File: src/rtl/amiq_i2c_slave_rx.sv
// Write-only I2C target: address match, ACK, received bytes out through a 1-deep valid/ready register.
// Latency: pin edge -> filtered line 2+FILTER_LEN cycles; bus events act one cycle later.
// Backpressure: full register NACKs the byte and pulses overrun, or with AMIQ_I2C_SLAVE_STRETCH_EN holds SCL low until free.
`timescale 1ns/1ps
module amiq_i2c_slave_rx #(
  parameter logic [6:0]  SLAVE_ADDR = 7'h50,
  parameter int unsigned FILTER_LEN = 3
) (
  input  logic       clock,
  input  logic       reset,
  input  logic       sda_i,
  input  logic       scl_i,
  output logic       sda_o,
  output logic       sda_o_en,
  output logic       scl_o,
  output logic       scl_o_en,
  output logic [7:0] rx_data,
  output logic       rx_valid,
  input  logic       rx_ready,
  output logic       rx_first,
  output logic       overrun,
  output logic       bus_busy
);

  localparam int CW = (FILTER_LEN > 1) ? $clog2(FILTER_LEN) : 1;
  localparam logic [CW-1:0] CNT_MAX = CW'(FILTER_LEN - 1);

  typedef enum logic [2:0] {IDLE, ADDR, ADDR_ACK, DATA, DATA_ACK, IGNORE} state_t;

  // bit 0 = SCL, bit 1 = SDA
  logic [1:0]         sync1, sync2, filt, filt_q;
  logic [1:0][CW-1:0] fcnt;

  always_ff @(posedge clock or posedge reset) begin
    if (reset) begin
      sync1  <= 2'b11;
      sync2  <= 2'b11;
      filt   <= 2'b11;
      filt_q <= 2'b11;
      fcnt   <= '0;
    end else begin
      sync1  <= {sda_i, scl_i};
      sync2  <= sync1;
      filt_q <= filt;
      for (int i = 0; i < 2; i++) begin
        if (sync2[i] == filt[i]) begin
          fcnt[i] <= '0;
        end else if (fcnt[i] == CNT_MAX) begin
          filt[i] <= sync2[i];
          fcnt[i] <= '0;
        end else begin
          fcnt[i] <= fcnt[i] + CW'(1);
        end
      end
    end
  end

  logic scl_rise, scl_fall, start_evt, stop_evt;
  assign scl_rise  =  filt[0] & ~filt_q[0];
  assign scl_fall  = ~filt[0] &  filt_q[0];
  assign start_evt =  filt[0] &  filt_q[0] & ~filt[1] &  filt_q[1];
  assign stop_evt  =  filt[0] &  filt_q[0] &  filt[1] & ~filt_q[1];

  state_t     state;
  logic [3:0] bit_cnt;
  logic [7:0] shreg;
  logic       first_flag;
  logic       scl_hold;
  logic       rx_free;
  logic       byte_ready;

  assign rx_free    = ~rx_valid | rx_ready;
  // A held (stretched) byte is retried every cycle until the register frees up.
  assign byte_ready = scl_hold | (scl_fall & (bit_cnt == 4'd8));
  assign scl_o_en   = scl_hold;
  assign scl_o      = ~scl_hold;

`ifndef AMIQ_I2C_SLAVE_STRETCH_EN
  assign scl_hold = 1'b0;
`endif

  always_ff @(posedge clock or posedge reset) begin
    if (reset) begin
      state      <= IDLE;
      bit_cnt    <= '0;
      shreg      <= '0;
      first_flag <= 1'b0;
      sda_o      <= 1'b1;
      sda_o_en   <= 1'b0;
      rx_data    <= '0;
      rx_valid   <= 1'b0;
      rx_first   <= 1'b0;
      overrun    <= 1'b0;
      bus_busy   <= 1'b0;
`ifdef AMIQ_I2C_SLAVE_STRETCH_EN
      scl_hold   <= 1'b0;
`endif
    end else begin
      overrun <= 1'b0;
      if (rx_valid && rx_ready) rx_valid <= 1'b0;

      if (stop_evt) begin
        state    <= IDLE;
        sda_o    <= 1'b1;
        sda_o_en <= 1'b0;
        bus_busy <= 1'b0;
`ifdef AMIQ_I2C_SLAVE_STRETCH_EN
        scl_hold <= 1'b0;
`endif
      end else if (start_evt) begin
        state    <= ADDR;
        bit_cnt  <= '0;
        sda_o    <= 1'b1;
        sda_o_en <= 1'b0;
        bus_busy <= 1'b1;
`ifdef AMIQ_I2C_SLAVE_STRETCH_EN
        scl_hold <= 1'b0;
`endif
      end else begin
        case (state)
          ADDR: begin
            if (scl_rise && bit_cnt != 4'd8) begin
              shreg   <= {shreg[6:0], filt[1]};
              bit_cnt <= bit_cnt + 4'd1;
            end else if (scl_fall && bit_cnt == 4'd8) begin
              bit_cnt <= '0;
              if (shreg == {SLAVE_ADDR, 1'b0}) begin
                sda_o      <= 1'b0;
                sda_o_en   <= 1'b1;
                first_flag <= 1'b1;
                state      <= ADDR_ACK;
              end else begin
                state <= IGNORE;
              end
            end
          end
          ADDR_ACK, DATA_ACK: begin
            if (scl_fall) begin
              sda_o    <= 1'b1;
              sda_o_en <= 1'b0;
              bit_cnt  <= '0;
              state    <= DATA;
            end
          end
          DATA: begin
            if (byte_ready) begin
              bit_cnt <= '0;
              if (rx_free) begin
                rx_data    <= shreg;
                rx_valid   <= 1'b1;
                rx_first   <= first_flag;
                first_flag <= 1'b0;
                sda_o      <= 1'b0;
                sda_o_en   <= 1'b1;
                state      <= DATA_ACK;
`ifdef AMIQ_I2C_SLAVE_STRETCH_EN
                scl_hold   <= 1'b0;
`endif
              end else begin
`ifdef AMIQ_I2C_SLAVE_STRETCH_EN
                scl_hold <= 1'b1;
`else
                overrun  <= 1'b1;
                state    <= DATA_ACK;
`endif
              end
            end else if (scl_rise && bit_cnt != 4'd8) begin
              shreg   <= {shreg[6:0], filt[1]};
              bit_cnt <= bit_cnt + 4'd1;
            end
          end
          default: ;  // IDLE and IGNORE only leave on START/STOP
        endcase
      end
    end
  end

endmodule

File: config.mk
export PLATFORM = sky130hd
export DESIGN_NAME = amiq_i2c_slave_rx
export DESIGN_NICKNAME = d
export VERILOG_FILES = /design/src/rtl/amiq_i2c_slave_rx.sv
export SDC_FILE = /design/constraint.sdc
export NUM_CORES = 1
export LEC_CHECK = 0
export BUFFER_PORTS_ARGS = -buffer_cell sky130_fd_sc_hd__buf_2
export CORE_ASPECT_RATIO = 1.25
export CORE_MARGIN = 2
export CORE_UTILIZATION = 45
export DETAILED_ROUTE_END_ITERATION = 16
export MAX_ROUTING_LAYER = met4
export PLACE_DENSITY = 0.74
export SYNTH_ARGS = -nofsm -noshare
export SYNTH_HDL_FRONTEND = slang
export SYNTH_SLANG_ARGS = --single-unit
File: constraint.sdc
create_clock -name clock -period 2.1 [get_ports clock]
set_input_delay 0.42 -clock clock [delete_from_list [all_inputs] [get_ports clock]]
set_output_delay 0.42 -clock clock [all_outputs]
set_load 0.05 [all_outputs]
==> Word-level counts from Yosys, hierarchy flattened <==
Index checks and enable logic that the tools add are counted.
{ "totals": {"reg_bits": 42, "inputBits": 5, "output_inout_bits": 16, "word_cells": 135} }
{ "op_classes": {"add_sub_neg": 3, "eq_ne": 26, "n_mux": 54, "bitwise_logic": 18, "reduce_logical": 16} }
{ "op_table": {"columns": ["cell", "n"], "rows": [
  ["inequality test 4 bit, second input constant", 9],
  ["2-to-1 mux 1 bit", 29],
  ["2-to-1 mux 4 bit", 6],
  ["2-to-1 mux 3 bit", 7],
  ["2-to-1 mux 8 bit", 2],
  ["one-hot mux 8 bit (2 select lines)", 1],
  ["AND reduction 5 bit", 3],
  ["inequality test 2 bit, second input constant", 6],
  ["one-hot mux 4 bit (3 select lines)", 1],
  ["NOT 1 bit", 9],
  ["one-hot mux 3 bit (3 select lines)", 1],
  ["bitwise AND 1 bit", 8],
  ["== test 8 bit, second input constant", 1],
  ["2-to-1 mux 2 bit", 4],
  ["AND reduction 8 bit", 1],
  ["AND reduction 7 bit", 1],
  ["== test 3 x 2 -> 1 bit, second input constant", 2],
  ["one-hot mux 1 bit (3 select lines)", 2],
  ["nonzero test 5 bit", 1],
  ["adder 2 x 1 -> 2 bit, second input constant", 2],
  ["adder 4 x 1 -> 4 bit, second input constant", 1],
  ["== test 2 bit, second input constant", 2],
  ["== test 4 bit, second input constant", 1],
  ["AND reduction 2 bit", 2],
  ["11 further kinds", 15]
]} }

==> Depth between registers and ports, before layout <==
Gate-level depths: netlist (run 1).
{ "logic_depth": {"depth_word": 8, "mapped_depth": 8, "depth_no_buf": 7} }

==> Least setup slack after synthesis (run 1) <==
No wires, ideal clock.
{ "synth_path": {"kind": "reg-to-reg", "startpoint": "register bit_cnt[0]", "endpoint": "register rx_data[0]", "setup_time_ns": 0.125, "t_arrival_ns": 1.662, "required_time_ns": 1.975, "setup_slack_ns": 0.314, "stages_incl_launch_ff": 9, "path_buffers": 1, "synth_period_minus_slack_ns": 1.786, "path_cell_list": "dfrtp_1 inv_1 ha_1 nand3b_1 nor2_1 nand3_1 nor2b_1 buf_4 mux2_2"} }
{ "synth_between": {"elab_chain_len": 3} }
{ "synth_rtl": {"columns": ["item", "line", "text"], "rows": [
  ["start: declaration", "65", "logic [3:0] bit_cnt;"],
  ["start signal: assignment", "124", "bit_cnt <= bit_cnt + 4'd1;"],
  ["start signal: assignment", "169", "bit_cnt <= bit_cnt + 4'd1;"],
  ["== test 4 bit", "74", "assign byte_ready = scl_hold | (scl_fall & (bit_cnt == 4'd8));"],
  ["bitwise AND 1 bit", "74", null],
  ["AND reduction 5 bit (no line)", null, null],
  ["end signal: assignment", "149", "rx_data <= shreg;"],
  ["end: declaration", "17", "output logic [7:0] rx_data,"]
]} }
No other way between the ends.
A chain may end at the register's enable or synchronous reset.

==> Worst setup path in the final report (run 1) <==
Ends and elaborated chain as after synthesis.

==> impl_metrics.env, run 1 <==
export IMPL_syn_inst=168
export IMPL_drtAntennaViolNets=0
export IMPL_cp_end_kind="register"
export IMPL_slew_violations=0
export IMPL_ff_latch_area_mm2=0.00106
export IMPL_vdd_drop_max_mv=0.618
export IMPL_finClkSkew_ps=5.16
export IMPL_synth_flop_cell="dfrtp_1"
export IMPL_syn_area_per_cell_um2=11.6
export IMPL_cp_max_fo=9
export IMPL_die_w_um=62.9
export IMPL_syn_num_nets=175
export IMPL_cp_required_ps=2280
export IMPL_start_util_pct=47.2
export IMPL_synth_edf_count=0
export IMPL_io_buffers=18
export IMPL_p_leak_nw=1.07
export IMPL_ys_seq_area_share_pct=54.4
export IMPL_crit_arrival_ps=2120
export IMPL_drtPass1Iterations=4
export IMPL_yosys_area_share_adder_pct=1.28
export IMPL_antenna_found_initial=0
export IMPL_numCtsBuffers=5
export IMPL_max_cap_viol_count=0
export IMPL_clk_latency_ps=300
export IMPL_yosys_area_share_simple_pct=15.4
export IMPL_hold_violations=0
export IMPL_grt_usage_pct=16.8
export IMPL_hold_path_class="in -> reg"
export IMPL_routed_wl_um=3490
export IMPL_ys_warn_count=0
export IMPL_layout_setup_ws_ps=160
export IMPL_drive_above_1_share_pct=36.1
export IMPL_coreArea_mm2=0.00413
export IMPL_status="finished clean"
export IMPL_overflow=0
export IMPL_fin_crit_sh_pct=92.4
export IMPL_clkTransAtPathRegs_ps=80
export IMPL_synth_top_family_by_area="simple AND/OR/NAND/NOR gates"
export IMPL_avgRoutedWirePerCell_um=14.0
export IMPL_multi_input_area_um2=805
export IMPL_post_place_ws_ps=82.9
export IMPL_placed_cell_area_mm2=0.00209
export IMPL_drtIter0Drc=30
export IMPL_die_y_um=77.6
export IMPL_pin_count=21
export IMPL_clkSinkCount=42
export IMPL_finalSetupViolCount=0
export IMPL_ctsRootBufferMaster="clkbuf_8"
export IMPL_period_needed_ps=1940
export IMPL_cts_tree="built"
export IMPL_h_tree_depth=2
export IMPL_die_area_mm2=0.00488
export IMPL_synth_compound_area_share_pct=9.87
export IMPL_fillCellCount=375
export IMPL_dp_hpwl_um=2480
export IMPL_ys_async_sr_fraction_pct=100
export IMPL_synth_area_mm2=0.00195
export IMPL_yosysUniqueCellTypes=47
export IMPL_fin_nets=200
export IMPL_synthToLayoutAreaGrowth_pct=13.5
export IMPL_maxSlewHeadroom_pct=65.7
export IMPL_grt_pass1_vias=1358
export IMPL_synthMuxAreaShare_pct=11.5
export IMPL_grt_pass1_wl_um=6250
export IMPL_drc=0
export IMPL_synth_seq_cells=42
export IMPL_antenna_cells=0
export IMPL_crit_type="reg -> reg"
export IMPL_tightest_slew_ps=514
export IMPL_clock_path_buffers=2
export IMPL_final_cell_area_mm2=0.00221
export IMPL_crit_path_start_kind="register"
export IMPL_fmax_ghz=0.516
export IMPL_vias=1299
export IMPL_synth_xor_xnor_area_share_pct=2.18
export IMPL_grt_max_degree=43
export IMPL_place_gp_congestion=0.889
export IMPL_routed_via_density=5.20
export IMPL_p_per_area_mw_per_mm2=1100
export IMPL_row_count=26
==> what timing repair did <==
action / CTS / global route
hold endpoints to repair: 0 / 0
gates resized for setup: 0 / 3
hold buffers: 0 / 0
endpoints found under the setup margin: 0 / 10
buffers inserted: 0 / 3
==> cells by family after synthesis <==
group,after synthesis
and+or+nand+nor,55
DFF,42
AOI/OAI and AO/OA,25
muxes,20
buffers and inverters,18
xor gates and xnor gates,4
adders and majority gates,2
other,2
==> through the flow <==
step | hold slack [ps] | instances | TNS (ps) | total power, mW | utilization [%]
floorplan | 345 | 168 | 0 | 1.75 | -
global placement | 346 | 239 | 0 | 1.90 | 50.7
detailed placement | 348 | 239 | 0 | 1.93 | 50.7
CTS | 207 | 247 | 0 | 2.44 | 52.8
global route | 199 | 250 | -151 | 2.61 | 53.6
finish | 212 | 250 | 0 | 2.43 | 53.6
==> path summary, 6_finish.rpt <==
path / start / end / slack, ps / cells past startpoint
max: bit_cnt[0] / rx_data[0] / 160 / 8
max reg2reg: bit_cnt[0] / rx_data[0] / 160 / 8
min in group asynchronous: reset / fcnt[1] / 230 / 3
min reg2reg: sync1[0] / sync2[0] / 360 / 0
min: scl_i / sync1[0] / 210 / 1
max in group asynchronous: reset / sda_o / 1490 / 3
==> cells in the final DEF, fill, tap and decap left out, types with 2 or more instances in the layout <==
master | Yosys | final
nand4b_1 | 2 | 2
mux2_2 | 19 | 19
a21oi_1 | 2 | 2
o31ai_1 | 2 | 2
inv_1 | 9 | 9
nor4b_1 | 2 | 2
nand2_1 | 17 | 17
clkbuf_8 | 0 | 5
nand3b_1 | 2 | 2
dfstp_2 | 9 | 9
o211ai_1 | 2 | 2
dfrtp_1 | 33 | 33
conb_1 | 2 | 2
nor2_1 | 6 | 5
xnor2_1 | 2 | 2
buf_4 | 5 | 9
nor2b_1 | 4 | 4
nor3_1 | 6 | 6
o21a_1 | 2 | 2
o311ai_0 | 2 | 2
nand2b_1 | 5 | 5
o21ai_0 | 4 | 4
nand3_1 | 2 | 2
buf_2 | 3 | 18
ha_1 | 2 | 2
==> area by class of cell <==
type	count	share of cell area, %
clock buffers	6	3.28
clock inverters	2	0.621
inverters	9	1.53
multi-input cells	108	36.3
flip-flops and latches	42	48.0
well taps	56	3.16
repair buffers	27	7.12
==> sequential cells by signal (all words and copies together) (netlist names) <==
register    flops
shreg           8
fcnt            4
rx_valid        1
rx_first        1
state           3
bit_cnt         4
filt_q          2
first_flag      1
sda_o_en        1
overrun         1
bus_busy        1
rx_data         8
sync1           2
sync2           2
sda_o           1
filt            2
==> where the power goes <==
| part | leakage [nW] | switching [mW] | total (mW) | internal [mW] |
|---|---|---|---|---|
| Combinational | 0.483 | 0.371 | 0.703 | 0.332 |
| Sequential | 0.540 | 0.207 | 1.22 | 1.01 |
| Clock | 0.0452 | 0.276 | 0.510 | 0.234 |
==> Yosys cell counts, drive strengths merged (3+ instances only) <==
cell type	n	area share, %
o211ai	3	1.4
dfrtp	33	42
o21ai	5	1.3
dfstp	9	12
nor2b	4	1.3
nand2b	5	1.6
nor3	6	1.5
mux2	19	11
buf	9	3.3
nand2	17	3.3
xnor2	3	1.7
inv	9	1.7
nor2	6	1.2
==> critical path, cell delays in order (launching register included) <==
cell	delay (ps)
dfrtp_1	420
inv_1	70
ha_1	130
nand3b_1	190
nor2_4	200
nand3_1	140
nor2b_1	140
buf_4	190
mux2_2	350
==> metal layers <==
metal  up-vias  track usage, %  part of all wire, %
met3         8            4.35                  3.8
met1       626            20.7                   46
met4         0            6.89                  1.5
met2        30            26.4                   49
met5         -               -                    0
li1        635               -                    -
Note: power is estimated with default switching activity, not from simulation.
==> run 2, diff against run 1 <==
--- a/config.mk
+++ b/config.mk
@@ -12,6 +12,7 @@
 export DETAILED_ROUTE_END_ITERATION = 16
 export MAX_ROUTING_LAYER = met4
 export PLACE_DENSITY = 0.74
+export REMOVE_ABC_BUFFERS = 1
 export SYNTH_ARGS = -nofsm -noshare
 export SYNTH_HDL_FRONTEND = slang
 export SYNTH_SLANG_ARGS = --single-unit
==> run 2 against run 1 <==
Combinational power grew 2%; clock-buffer cell count grew 1; final cell count is 0.40% lower; core utilization increased by 0.060 points; highest routed layer unchanged; largest cell class unchanged; sequential share of layout area fell by 0.054 points; largest power group unchanged; power up 1.1%; via count fell by 2.1%; die area unchanged.
==> impl_metrics.env, run 2 (synthesis gave the netlist of run 1 again) <==
export IMPL_cp_max_fo=9
export IMPL_r2r_start="bit_cnt[0]"
export IMPL_antenna_cells=0
export IMPL_final_cell_area_mm2=0.00222
export IMPL_slew_violations=0
export IMPL_fillCellCount=367
export IMPL_cp_required_ps=2280
export IMPL_route_met3_wl_um=122
export IMPL_die_area_mm2=0.00488
export IMPL_p_per_area_mw_per_mm2=1110
export IMPL_grt_pass1_vias=1218
export IMPL_clk_latency_ps=290
export IMPL_grt_pass1_wl_um=5690
export IMPL_place_gp_congestion=0.838
export IMPL_cp_end_kind="register"
export IMPL_total_power_mw=2.46
export IMPL_clkTransAtPathRegs_ps=70
export IMPL_rsz0062_at_grt="no"
export IMPL_routed_via_density=5.11
export IMPL_hold_path_class="in -> reg"
export IMPL_die_w_um=62.9
export IMPL_io_buffers=18
export IMPL_finClkSkew_ps=5.68
export IMPL_numCtsBuffers=5
export IMPL_fin_setup_tns_ps=0
export IMPL_dp_hpwl_um=2330
export IMPL_whs_path_depth=1
export IMPL_hold_violations=0
export IMPL_ctsRootBufferMaster="clkbuf_8"
export IMPL_fin_hold_ws_ps=223
export IMPL_tightest_slew_ps=509
export IMPL_fmax_ghz=0.516
export IMPL_clkSinkCount=42
export IMPL_fin_crit_sh_pct=92.2
export IMPL_cts_resized_gates=0
export IMPL_ctsHoldBuffers=0
export IMPL_start_util_pct=47.2
export IMPL_utilization_pct=53.7
export IMPL_vdd_drop_max_mv=0.664
export IMPL_ff_latch_area_mm2=0.00106
export IMPL_antenna_found_initial=0
export IMPL_vias=1272
export IMPL_cts_tree="built"
export IMPL_grt_max_degree=43
export IMPL_multi_input_area_um2=806
export IMPL_drtAntennaViolNets=0
export IMPL_top_layer_used="met4"
export IMPL_h_tree_depth=2
export IMPL_fin_nets=199
export IMPL_die_y_um=77.6
export IMPL_p_leak_nw=1.07
export IMPL_coreArea_mm2=0.00413
export IMPL_row_count=26
export IMPL_crit_type="reg -> reg"
export IMPL_worstHoldStart="scl_i"
export IMPL_max_cap_viol_count=0
export IMPL_clock_path_buffers=2
export IMPL_r2r_end="rx_data[7]"
export IMPL_maxSlewHeadroom_pct=66.1
export IMPL_layout_commonest_cell="dfrtp_1"
export IMPL_r2r_slack_ps=160
export IMPL_period_needed_ps=1940
export IMPL_drc=0
export IMPL_top_regs="rx_data x8, shreg x8"
export IMPL_met1Wirelength_um=1490
export IMPL_crit_arrival_ps=2110
export IMPL_avgRoutedWirePerCell_um=13.0
export IMPL_placed_cell_area_mm2=0.00211
export IMPL_pin_count=21
export IMPL_crit_path_start_kind="register"
export IMPL_final_cell_mix="dfrtp_1, mux2_2, buf_2"
export IMPL_reg2reg_depth=8
export IMPL_routed_wl_um=3230
export IMPL_finalSetupViolCount=0
export IMPL_holdPathEnd="sync1[0]"
export IMPL_synthToLayoutAreaGrowth_pct=13.6
export IMPL_overflow=0
export IMPL_cts_setup_buffers=0
export IMPL_grt_usage_pct=15.3
export IMPL_dr_wl_met2_um=1560
export IMPL_drive_above_1_share_pct=36.3
export IMPL_drtIter0Drc=44
export IMPL_drtPass1Iterations=4
export IMPL_status="finished clean"
## run 2: cell count changes in the layout (fill, tap and decap cells not counted)
cell,delta
buf_4,-1
clkbuf_8,+1
clkinv_2,-1
clkinv_4,-1
inv_6,+1
nor2_2,+1
nor2_4,-1
nor4b_1,-1
nor4b_2,+1
## run 2: metal layers
metal  global-route usage, %  vias to the layer above
li1                        -                      629
met1                    19.3                      609
met2                    23.9                       28
met3                    3.91                        6
met4                    5.33                        0
met5                       -                        -
## run 2: power by group
group | switching, mW | leakage [nW] | internal [mW]
registers | 0.194 | 0.540 | 1.01
clock network | 0.263 | 0.0489 | 0.271
logic | 0.372 | 0.478 | 0.347
## run 2: cell type report
cell class | instances | area share [%]
inverter | 9 | 1.52
timing repair buffer | 26 | 6.77
clock buffer | 7 | 3.89
clock inverter | 1 | 0.395
multi-input combinational | 108 | 36.3
tap | 56 | 3.16
sequential | 42 | 47.9
## run 2: critical path, cell delays in order, from the launching register on
cell and delay [ps]:
dfrtp_1 420, inv_1 80, ha_1 140, nand3b_1 160
nor2_2 220, nand3_1 150, nor2b_1 130, buf_4 180
mux2_2 340
## run 2: worst max-delay path by stage
| stage | slack [ps] | end | start |
|---|---|---|---|
| after floorplan | 50 | rx_data[0] | bit_cnt[0] |
| after global placement | 150 | rx_data[0] | bit_cnt[0] |
| after global routing | 30 | rx_data[0] | bit_cnt[0] |
| after detailed placement | 100 | rx_data[7] | bit_cnt[0] |
| after CTS | 80 | rx_data[7] | bit_cnt[0] |
| final | 160 | rx_data[7] | bit_cnt[0] |
## run 2: stage by stage
step,setup slack (ps),cells
floorplan,51.4,159
global placement,146,241
detailed placement,96.5,241
CTS,84.8,249
global route,31.7,249
finish,164,249
==> run 3, diff against run 2 <==
--- a/config.mk
+++ b/config.mk
@@ -8,10 +8,11 @@
 export BUFFER_PORTS_ARGS = -buffer_cell sky130_fd_sc_hd__buf_2
 export CORE_ASPECT_RATIO = 1.25
 export CORE_MARGIN = 2
-export CORE_UTILIZATION = 45
+export CORE_UTILIZATION = 57
 export DETAILED_ROUTE_END_ITERATION = 16
+export GPL_ROUTABILITY_DRIVEN = 0
 export MAX_ROUTING_LAYER = met4
-export PLACE_DENSITY = 0.74
+export PLACE_DENSITY = 0.88
 export REMOVE_ABC_BUFFERS = 1
 export SYNTH_ARGS = -nofsm -noshare
 export SYNTH_HDL_FRONTEND = slang
==> run 3 against run 2 <==
Highest routed layer unchanged; largest cell class unchanged; first-iteration DRC count is 11% lower; sequential power hardly changed; core utilization is 13 points higher; sequential share of layout area is 1.3 points higher; critical endpoint is now first_flag; design area is 2.7% lower.
==> impl_metrics.env, run 3 (synthesis gave the netlist of run 1 again) <==
export IMPL_crit_path_start_kind="register"
export IMPL_vias=1337
export IMPL_clkTransAtPathRegs_ps=80
export IMPL_row_count=23
export IMPL_dp_cells=218
export IMPL_io_buffers=18
export IMPL_pin_count=21
export IMPL_fin_cells=226
export IMPL_slew_violations=0
export IMPL_fin_nets=195
export IMPL_antenna_found_initial=0
export IMPL_overflow=0
export IMPL_avgRoutedWirePerCell_um=15.6
export IMPL_grt_usage_pct=20.5
export IMPL_routed_wl_um=3530
export IMPL_layout_commonest_cell="dfrtp_1"
export IMPL_status="finished clean"
export IMPL_fin_hold_ws_ps=217
export IMPL_routed_via_density=5.92
export IMPL_tightest_slew_ps=501
export IMPL_dp_hpwl_um=2570
export IMPL_multi_input_area_um2=800
export IMPL_max_cap_viol_count=0
export IMPL_p_per_area_mw_per_mm2=1130
export IMPL_total_power_mw=2.44
export IMPL_coreArea_mm2=0.00325
export IMPL_cp_end_kind="register"
export IMPL_numCtsBuffers=5
export IMPL_drc=0
export IMPL_start_util_pct=60.0
export IMPL_layout_setup_ws_ps=123
export IMPL_crit_arrival_ps=2160
export IMPL_utilization_pct=66.3
export IMPL_final_cell_area_mm2=0.00216
export IMPL_fmax_ghz=0.506
export IMPL_fin_setup_tns_ps=0
export IMPL_period_needed_ps=1980
export IMPL_ff_latch_area_mm2=0.00106
export IMPL_cts_setup_buffers=0
export IMPL_clkSinkCount=42
export IMPL_hold_violations=0
export IMPL_grt_max_degree=43
export IMPL_rsz0062_at_grt="no"
export IMPL_cp_max_fo=4
export IMPL_top_regs="rx_data x8, shreg x8"
export IMPL_clk_latency_ps=300
export IMPL_fin_crit_sh_pct=94.1
export IMPL_finalSetupViolCount=0
export IMPL_h_tree_depth=2
export IMPL_synthToLayoutAreaGrowth_pct=10.5
export IMPL_die_area_mm2=0.00391
export IMPL_crit_type="reg -> reg"
export IMPL_die_y_um=69.4
export IMPL_drive_above_1_share_pct=34.9
export IMPL_drtPass1Iterations=4
export IMPL_die_w_um=56.3
export IMPL_vdd_drop_max_mv=0.820
export IMPL_clock_path_buffers=2
export IMPL_grt_pass1_wl_um=6080
export IMPL_drtIter0Drc=39
export IMPL_maxSlewHeadroom_pct=66.6
export IMPL_cts_tree="built"
export IMPL_p_leak_nw=1.05
export IMPL_antenna_cells=0
export IMPL_hold_path_class="in -> reg"
export IMPL_ctsRootBufferMaster="clkbuf_8"
export IMPL_fillCellCount=240
export IMPL_placed_cell_area_mm2=0.00205
export IMPL_drtAntennaViolNets=0
export IMPL_post_place_ws_ps=74.1
export IMPL_finClkSkew_ps=6.07
export IMPL_cp_required_ps=2290
export IMPL_grt_pass1_vias=1330
export IMPL_final_cell_mix="dfrtp_1, mux2_2, buf_2"
-- run 3: changes by cell type in the layout (fill, tap and decap cells not counted), sizes merged --
cell / delta
clkinvlp: +1
clkinv: +1
clkbuf: -1
inv: -1
buf: -4
-- run 3: power breakdown --
group / internal [mW] / switching [mW] / total (mW)
Sequential: 1.01 / 0.232 / 1.24
Clock: 0.264 / 0.271 / 0.535
Combinational: 0.312 / 0.351 / 0.663
-- run 3: worst paths after layout --
path                               to     start  slack [ps]  cells after the start
setup / recovery           first_flag  shreg[1]         120                      5
hold / removal               sync1[1]     sda_i         220                      1
setup reg to reg           first_flag  shreg[1]         120                      5
hold reg to reg              sync2[0]  sync1[0]         360                      0
max in group asynchronous   filt_q[1]     reset        1490                      3
min in group asynchronous    state[1]     reset         240                      3
-- run 3: area by class of cell --
class                   count  area share, %
clock buffers               6           3.83
clock inverters             2          0.580
inverters                   9           1.57
multi-input cells         108           37.1
flip-flops and latches     42           49.2
well taps                  37           2.15
repair buffers             22           5.57
-- run 3: repair_timing --
action                                  CTS  global route
hold buffers                              0             0
gates resized for setup                   0             2
endpoints found under the hold margin     0             0
endpoints found under the setup margin    0            10
-- run 3: metal layers --
layer  routed length (µm)  up-vias  share of wire (%)  GRT usage [%]
met5                    0        -                  0              -
met4                  104        0                2.9           9.79
met3                  150       15                4.2           5.97
met2                 1860       41                 53           32.8
met1                 1420      661                 40           23.6
li1                     -      620                  -              -
-- run 3: worst max-delay path, stage by stage, from the launching register on --
cell	delay, ps
dfrtp_1	410
nor4b_1	450
nand2_1	150
o21ai_0	250
and3_1	260
mux2_2	350
